File: config.mk
export PLATFORM = sky130hd
export DESIGN_NAME = fwd_hazard_unit
export DESIGN_NICKNAME = d
export VERILOG_FILES = /design/src/rtl/fwd_pkg.sv /design/src/rtl/fwd_src_sel.sv /design/src/rtl/fwd_hazard_unit.sv
export SDC_FILE = /design/constraint.sdc
export NUM_CORES = 1
export LEC_CHECK = 0
export BUFFER_PORTS_ARGS = -buffer_cell sky130_fd_sc_hd__buf_4
export CAP_MARGIN = 20
export CORE_MARGIN = 2
export CORE_UTILIZATION = 34
export CTS_BUF_LIST = sky130_fd_sc_hd__clkbuf_16
export DETAILED_ROUTE_END_ITERATION = 6
export GPL_ROUTABILITY_DRIVEN = 1
export HOLD_SLACK_MARGIN = 0.05
export PLACE_DENSITY = 0.84
export SLEW_MARGIN = 40
export SYNTH_ARGS = -nofsm -noshare
export SYNTH_HDL_FRONTEND = slang
export SYNTH_SLANG_ARGS = --single-unit
File: constraint.sdc
create_clock -name clk -period 1.7 [get_ports clk]
set_clock_uncertainty 0.2 [all_clocks]
set_input_delay 0.34 -clock clk [delete_from_list [all_inputs] [get_ports clk]]
set_output_delay 0.34 -clock clk [all_outputs]
set_load 0.02 [all_outputs]
File: src/rtl/fwd_pkg.sv
// rtl/fwd_pkg.sv - shared select codes and FSM encoding for the forwarding/hazard unit
package fwd_pkg;

    localparam logic [1:0] FWD_RF  = 2'b00;
    localparam logic [1:0] FWD_WB  = 2'b01;
    localparam logic [1:0] FWD_MEM = 2'b10;

    typedef enum logic {
        ST_IDLE  = 1'b0,
        ST_STALL = 1'b1
    } fsm_state_t;

endpackage

File: src/rtl/fwd_src_sel.sv
// rtl/fwd_src_sel.sv - single-source bypass priority select (EX/MEM over MEM/WB over regfile)
module fwd_src_sel
    import fwd_pkg::*;
#(
    parameter int REG_ADDR_W = 5
) (
    input  logic [REG_ADDR_W-1:0] ex_rs,
    input  logic [REG_ADDR_W-1:0] mem_rd_addr,
    input  logic                  mem_reg_write,
    input  logic [REG_ADDR_W-1:0] wb_rd_addr,
    input  logic                  wb_reg_write,
    output logic [1:0]            sel
);

    // Youngest producer wins; x0 is hardwired zero so it is never bypassed.
    always_comb begin
        sel = FWD_RF;
        if (mem_reg_write && (mem_rd_addr != '0) && (mem_rd_addr == ex_rs)) begin
            sel = FWD_MEM;
        end else if (wb_reg_write && (wb_rd_addr != '0) && (wb_rd_addr == ex_rs)) begin
            sel = FWD_WB;
        end
    end

endmodule

File: src/rtl/fwd_hazard_unit.sv
// rtl/fwd_hazard_unit.sv - operand bypass selects and load-use stall FSM; FWD_PERF_EN adds perf counters
module fwd_hazard_unit
    import fwd_pkg::*;
#(
    parameter int REG_ADDR_W = 5,
    parameter int NUM_SRC    = 2,
    parameter int LOAD_LAT   = 1,
    parameter int CNT_W      = 32
) (
    input  logic                          clk,
    input  logic                          arst_n,
    input  logic [NUM_SRC*REG_ADDR_W-1:0] id_rs_addr,
    input  logic [NUM_SRC-1:0]            id_rs_used,
    input  logic [NUM_SRC*REG_ADDR_W-1:0] ex_rs_addr,
    input  logic [REG_ADDR_W-1:0]         ex_rd_addr,
    input  logic                          ex_reg_write,
    input  logic                          ex_mem_read,
    input  logic [REG_ADDR_W-1:0]         mem_rd_addr,
    input  logic                          mem_reg_write,
    input  logic [REG_ADDR_W-1:0]         wb_rd_addr,
    input  logic                          wb_reg_write,
    input  logic                          ext_hold,
    output logic [NUM_SRC*2-1:0]          fwd_sel,
    output logic                          stall,
`ifdef FWD_PERF_EN
    output logic                          bubble,
    output logic [CNT_W-1:0]              perf_fwd_cnt,
    output logic [CNT_W-1:0]              perf_stall_cnt
`else
    output logic                          bubble
`endif
);

    localparam bit         MULTI_CYCLE = (LOAD_LAT > 1);
    localparam logic [2:0] CNT_INIT    = 3'(LOAD_LAT - 1);

    if ((LOAD_LAT < 1) || (LOAD_LAT > 7) || (CNT_W < 1) || (NUM_SRC < 1)) begin : g_bad_param
        $error("fwd_hazard_unit: LOAD_LAT must be 1..7, CNT_W and NUM_SRC at least 1");
    end

    logic [NUM_SRC*2-1:0] sel_raw;
    logic                 src_hit;
    logic                 hz;
    logic                 stall_int;
    fsm_state_t           state;
    logic [2:0]           cnt;

    for (genvar g = 0; g < NUM_SRC; g++) begin : g_src
        fwd_src_sel #(
            .REG_ADDR_W (REG_ADDR_W)
        ) u_sel (
            .ex_rs         (ex_rs_addr[g*REG_ADDR_W +: REG_ADDR_W]),
            .mem_rd_addr   (mem_rd_addr),
            .mem_reg_write (mem_reg_write),
            .wb_rd_addr    (wb_rd_addr),
            .wb_reg_write  (wb_reg_write),
            .sel           (sel_raw[g*2 +: 2])
        );
    end

    assign fwd_sel = arst_n ? sel_raw : '0;

    // Load-use hazard: the ID/EX load's rd is read by any live source of the IF/ID instruction.
    always_comb begin
        src_hit = 1'b0;
        for (int i = 0; i < NUM_SRC; i++) begin
            src_hit = src_hit | (id_rs_used[i] && (id_rs_addr[i*REG_ADDR_W +: REG_ADDR_W] == ex_rd_addr));
        end
        hz = ex_mem_read && ex_reg_write && (ex_rd_addr != '0) && src_hit;
    end

    // Stall FSM: the first bubble is issued from IDLE, the remaining LOAD_LAT-1 from STALL; ext_hold freezes it.
    always_ff @(posedge clk) begin
        if (!arst_n) begin
            state <= ST_IDLE;
            cnt   <= '0;
        end else if (!ext_hold) begin
            case (state)
                ST_IDLE: begin
                    if (hz && MULTI_CYCLE) begin
                        state <= ST_STALL;
                        cnt   <= CNT_INIT;
                    end
                end
                ST_STALL: begin
                    cnt <= cnt - 3'd1;
                    if (cnt == 3'd1) begin
                        state <= ST_IDLE;
                    end
                end
                default: begin
                    state <= ST_IDLE;
                    cnt   <= '0;
                end
            endcase
        end
    end

    assign stall_int = arst_n && ((state == ST_STALL) || hz);
    assign stall     = stall_int;
    assign bubble    = stall_int;

`ifdef FWD_PERF_EN
    // Saturating event counters: forwarding only counts on cycles the pipeline actually advances.
    always_ff @(posedge clk) begin
        if (!arst_n) begin
            perf_fwd_cnt   <= '0;
            perf_stall_cnt <= '0;
        end else begin
            if ((|fwd_sel) && !ext_hold && (perf_fwd_cnt != '1)) begin
                perf_fwd_cnt <= perf_fwd_cnt + 1'b1;
            end
            if (stall_int && (perf_stall_cnt != '1)) begin
                perf_stall_cnt <= perf_stall_cnt + 1'b1;
            end
        end
    end
`endif

endmodule

==> impl_metrics.csv, run 1 <==
group,metric,value,unit
outcome,status,"complete, but fails checks",
outcome,failed_checks,"setup timing",
routing,route.vias.total,820,
worst_hold_path,hold_path_class,"in -> reg",
setup_path,critPathKind,"in -> out",
global_route,grt_usage,22.8,%
floorplanning,num_rows,15,
global_route,antenna_found_initial,0,
worst_hold_path,min_path_cells,3,
setup_path,critPathMaxFanout,3,
setup_path,arrival,1.66,ns
placed_design,dp_slack,-0.470,ns
placed_design,portBuffers,49,
placed_design,gp_congestion,0.798,
sta,setup_ws,-0.496,ns
synth,ys_top_cells_by_count,"xor2_1, xnor2_1, dfxtp_1, nor4_1",
floorplanning,start_util,35.4,%
floorplanning,die_x,46.2,um
layout,fillers,98,
synth,synth_area_per_cell,8.39,um^2
clock_tree,cts-root-buf,"clkbuf_16",
setup_path,reg2reg_depth,4,
clock_tree,cts_buffers,3,
power_and_ir_drop,irDropWorstVdd,0.701,mV
sta,final_hold_viol_count,0,
clock_tree,cts_htree_levels,1,
power_and_ir_drop,power-per-cell-area,520,nW/um^2
layout,multi_input_area,613,um^2
setup_path,regToRegSetupSlack,0.41,ns
clock_tree,ctsHoldBuffers,0,
routing,drc,0,
synth,synth_top_area_share,29.0,%
layout,drive_gt1_share,62.8,%
sta,hold_ws,0.186,ns
sta,setup_viol,6,
synth,async_reset_ff_share,0,%
sta,rsz0062_at_grt,"yes",
synth,ys_types,25,
layout,seq_area,80.1,um^2
synth,synth_flop_cell,"dfxtp_1",
sta,period_needed,2.20,ns
worst_hold_path,hp-start,"ext_hold",
routing,finalWirelength,2310,um
synth,ys_ff_latch,4,
synth,synth_area,604,um^2
synth,synth_fp_nets,118,
layout,fin_nets,193,
routing,vias_per_cell,4.82,
floorplanning,die_y,46.2,um
setup_path,r2r-start,"state",
synth,synthTopCellsByArea,"xor2_1, xnor2_1, dfxtp_1",
setup_path,required,1.16,ns
routing,ant_nets,0,
power_and_ir_drop,p_leak,0.642,nW
synth,synth_most_common_cell,"xor2_1",
clock_tree,clock_latency,0.22,ns
sta,relSlewSlack,79.0,%
floorplanning,die_area,2130,um^2
sta,fmax,455,MHz
sta,worst_slew_pin_slew,0.312,ns
sta,period_share,129,%
layout,syn_to_final_growth,130,%
setup_path,r2r-end,"cnt[2]",
global_route,grt_pass1_wl,3390,um
synth,syn_inst,72,
routing,dr.pass1.iters,4,
setup_path,end_kind,"output pin",
sta,final_max_slew_viol_count,0,
setup_path,critPathLaunchType,"input port",
placed_design,dp_hpwl,1900,um
layout,finish.utilization,81.5,%
synth,ys_warn_count,0,
routing,drt_iter0_drc,8,
clock_tree,cts_tree,"done",
routing,wl_per_cell,13.6,um
global_route,grt_max_degree,8,
sta,tns,-2.16,ns
clock_tree,path_clk_slew,0.03,ns
global_route,grt_pass1_vias,832,
clock_tree,cts_max_path_buffers,2,
floorplanning,ios,50,
worst_hold_path,worstHoldEndpoint,"state",
synth,yosysSeqAreaShare,13.3,%
power_and_ir_drop,power.total,724,uW
synth,yosysTopAreaCell,"xor2_1",
floorplanning,core_area,1710,um^2
clock_tree,clkSinkCount,4,
run,maxCapViolations,0,
global_route,grt_overflow,0,
layout,num_antenna_cells,0,
synth,synth_edf_count,0,
==> layout by cell type (no fill, tap or decap), types with 2 or more instances in the layout <==
cell / netlist / final
and2_1: 3 / 2
and2_4: 0 / 2
buf_4: 1 / 57
buf_6: 0 / 14
clkbuf_16: 0 / 3
dfxtp_1: 4 / 4
ha_1: 2 / 2
inv_1: 2 / 2
nand2_1: 3 / 3
nand3_1: 3 / 2
nor4_1: 4 / 2
nor4_4: 0 / 3
or4_4: 1 / 4
xnor2_1: 12 / 9
xnor2_2: 0 / 3
xor2_1: 20 / 20
==> routing by layer <==
metal | up-vias | GRT usage (%) | wire length [um]
met3 | 4 | 7.45 | 161
li1 | 397 | - | -
met1 | 375 | 22.9 | 829
met5 | - | 0 | 0
met2 | 44 | 42.2 | 1280
met4 | 0 | 9.71 | 40
==> where the power goes <==
group	total, mW	switching [mW]	leakage (nW)	internal, mW
logic	0.264	0.106	0.573	0.158
registers	0.0946	0.0000000000000000265	0.0322	0.0946
clock network	0.365	0.0649	0.0370	0.300
total	0.724	0.171	0.642	0.553
==> critical path, cell delays in order <==
cell and delay, ns:
buf_6 0.10, or4_4 0.52, o211ai_1 0.28, or4_4 0.21
nor4_4 0.04, buf_4 0.16
==> through the flow <==
step,area [um^2],instances
2_1_floorplan,667,72
3_3_place_gp,1220,166
3_5_place_dp,1220,166
4_1_cts,1370,170
5_1_grt,1390,170
6_report,1390,170
==> logic make-up (layout without fill, tap and decap cells) <==
group	after synthesis	count (layout)	synth area share, %
fa+ha+maj	2	2	4.14
flops	4	4	13.3
xor+xnor	32	32	46.4
buf+inv	3	76	2.49
compound gates	7	7	8.90
simple gates	24	24	24.8
==> registers in the layout, summed over array words and instances (netlist names) <==
register  cells
cnt           3
state         1
==> what timing repair did <==
item / CTS / global route
pin swaps: 10 / 10
setup buffers: 1 / 0
endpoints found under the setup margin: 6 / 6
resized for setup: 17 / 4
endpoints found under the hold margin: 0 / 0
==> cell type report <==
| class | count | share of cell area [%] |
|---|---|---|
| Multi-Input combinational cell | 65 | 44.0 |
| Timing Repair Buffer | 71 | 42.0 |
| Sequential cell | 4 | 5.75 |
| Clock buffer | 3 | 5.39 |
| Tap cell | 25 | 2.25 |
| Inverter | 2 | 0.539 |
==> worst max-delay path by stage <==
stage | to | depth (start not counted) | slack, ns | startpoint
2_1_floorplan | fwd_sel[0] | 3 | -0.27 | wb_rd_addr[1]
6_report | fwd_sel[0] | 6 | -0.50 | wb_rd_addr[0]
3_5_place_dp | fwd_sel[0] | 5 | -0.47 | wb_rd_addr[1]
3_3_place_gp | fwd_sel[0] | 5 | -0.45 | wb_rd_addr[1]
4_1_cts | fwd_sel[0] | 6 | -0.48 | wb_rd_addr[3]
5_1_grt | fwd_sel[0] | 6 | -0.53 | wb_rd_addr[0]
Power figures use the tool's default switching activity.
==> run 2: changes to the inputs <==
==> constraint.sdc (replaced) <==
create_clock -name clk -period 1.7 [get_ports clk]
set_clock_uncertainty 0.2 [all_clocks]
set_input_delay 0.085 -clock clk [delete_from_list [all_inputs] [get_ports clk]]
set_output_delay 0.085 -clock clk [all_outputs]
set_load 0.02 [all_outputs]
==> impl_metrics.csv, run 2 (synthesis gave the netlist of run 1 again) <==
group,metric,value,unit
clock_tree,post_cts_buffers,0,
layout,syn_to_final_growth,83.4,%
clock_tree,cts_buffers,3,
sta,relSlewSlack,72.9,%
layout,regMostFlops,"cnt",
placed_design,portBuffers,49,
global_route,grt_max_degree,7,
sta,final_max_slew_viol_count,0,
placed_design,postPlaceCellArea,1000,um^2
floorplanning,start_util,35.4,%
floorplanning,die_y,46.2,um
setup_path,cp-endpoint,"fwd_sel[0]",
sta,fmax,611,MHz
worst_hold_path,hold_path_class,"reg -> reg",
run,maxCapViolations,0,
layout,num_antenna_cells,0,
floorplanning,die_area,2130,um^2
routing,ant_nets,0,
setup_path,r2r-start,"cnt[1]",
floorplanning,num_rows,15,
floorplanning,ios,50,
layout,drive_gt1_share,44.9,%
clock_tree,clkSinkCount,4,
outcome,status,"completed",
layout,seq_area,80.1,um^2
sta,worst_slew_pin_slew,0.403,ns
placed_design,dp_hpwl,1590,um
setup_path,regToRegSetupSlack,0.20,ns
setup_path,critPathMaxFanout,3,
setup_path,critPathKind,"in -> out",
sta,tns,0,ns
clock_tree,cts-root-buf,"clkbuf_16",
routing,finalWirelength,1840,um
setup_path,critical_path.startpoint,"wb_rd_addr[1]",
clock_tree,cts_max_path_buffers,2,
clock_tree,cts_tree,"done",
power_and_ir_drop,p_leak,0.508,nW
setup_path,r2r-end,"state",
layout,largest_register_ffs,3,
global_route,antenna_found_initial,0,
global_route,grt_usage,18.5,%
routing,wl_per_cell,12.1,um
global_route,grt_overflow,0,
setup_path,end_kind,"output pin",
power_and_ir_drop,power-per-cell-area,584,nW/um^2
global_route,grt_pass1_vias,712,
setup_path,critPathLaunchType,"input port",
layout,final_area,1110,um^2
setup_path,required,1.41,ns
routing,vias_per_cell,4.76,
global_route,grt_pass1_wl,2830,um
floorplanning,core_area,1710,um^2
floorplanning,die_x,46.2,um
sta,setup_viol,0,
setup_path,reg2reg_depth,4,
placed_design,gp_congestion,0.860,
layout,fin_nets,175,
sta,rsz0062_at_grt,"no",
routing,drt_iter0_drc,6,
sta,period_share,96.3,%
sta,final_hold_viol_count,0,
layout,multi_input_area,509,um^2
setup_path,arrival,1.35,ns
routing,drc,0,
layout,layout_commonest_cell,"buf_4",
layout,layout_common_cells,"buf_4, xor2_1, xnor2_1, nor4_1, dfxtp_1",
clock_tree,cts_htree_levels,1,
power_and_ir_drop,irDropWorstVdd,0.355,mV
routing,dr.pass1.iters,4,
clock_tree,clock_latency,0.22,ns
routing,route.vias.total,723,
clock_tree,path_clk_slew,0.03,ns
layout,top_regs,"cnt x3, state x1",
layout,fillers,158,
sta,period_needed,1.64,ns
## run 2: changes by cell type in the layout (fill, tap and decap cells not counted), sizes merged
cell / before / now
buf: 71 / 50
dlygate4sd3: 0 / 3
## run 2: layout make-up
| class | count | area share (%) |
|---|---|---|
| multi-input cells | 65 | 45.9 |
| repair buffers | 53 | 36.6 |
| flip-flops and latches | 4 | 7.22 |
| inverters | 2 | 0.677 |
| clock buffers | 3 | 6.77 |
| well taps | 25 | 2.82 |
## run 2: worst min-delay path by stage
stage	end	from	cells after the start	slack (ns)
2_1_floorplan	cnt[0]	arst_n	1	0.007
3_3_place_gp	state	ext_hold	3	0.16
5_1_grt	cnt[1]	cnt[1]	1	0.33
6_report	cnt[1]	cnt[1]	1	0.30
4_1_cts	cnt[1]	cnt[1]	1	0.30
3_5_place_dp	state	ext_hold	3	0.16
## run 2: layer usage
| metal | track usage (%) | part of all wire (%) | up-vias |
|---|---|---|---|
| met5 | 0 | 0 | - |
| met4 | 6.86 | 1.3 | 0 |
| met3 | 5.49 | 9.0 | 2 |
| met2 | 35.8 | 55 | 34 |
| met1 | 18.1 | 35 | 326 |
| li1 | - | - | 361 |
## run 2: what timing repair did
item,CTS,global route
endpoints found under the hold margin,4,0
endpoints found under the setup margin,1,3
pin swaps,2,1
hold buffers,3,0
gates resized for setup,0,1
## run 2: metrics by stage
stage               power, mW  hold WS [ns]  instances  setup slack, ns  util, %
floorplan               0.162       0.00671         72          0.00259        -
global placement        0.274         0.157        146           0.0274     58.8
CTS                     0.653         0.298        152           0.0342     64.9
global route            0.672         0.328        152          0.00937     64.9
detailed placement      0.279         0.164        146          0.00336     58.8
finish                  0.648         0.296        152           0.0626     64.9
## run 2: where the power goes
group | total [mW] | internal [mW] | switching (mW)
Clock | 0.367 | 0.301 | 0.0667
Combinational | 0.186 | 0.113 | 0.0734
Sequential | 0.0946 | 0.0946 | 0.0000000000000000302
Total | 0.648 | 0.508 | 0.140
## run 2: critical path, stage by stage
cell and delay, ns:
buf_4 0.12, xor2_1 0.14, or4_1 0.54, nor4_2 0.28, buf_4 0.18
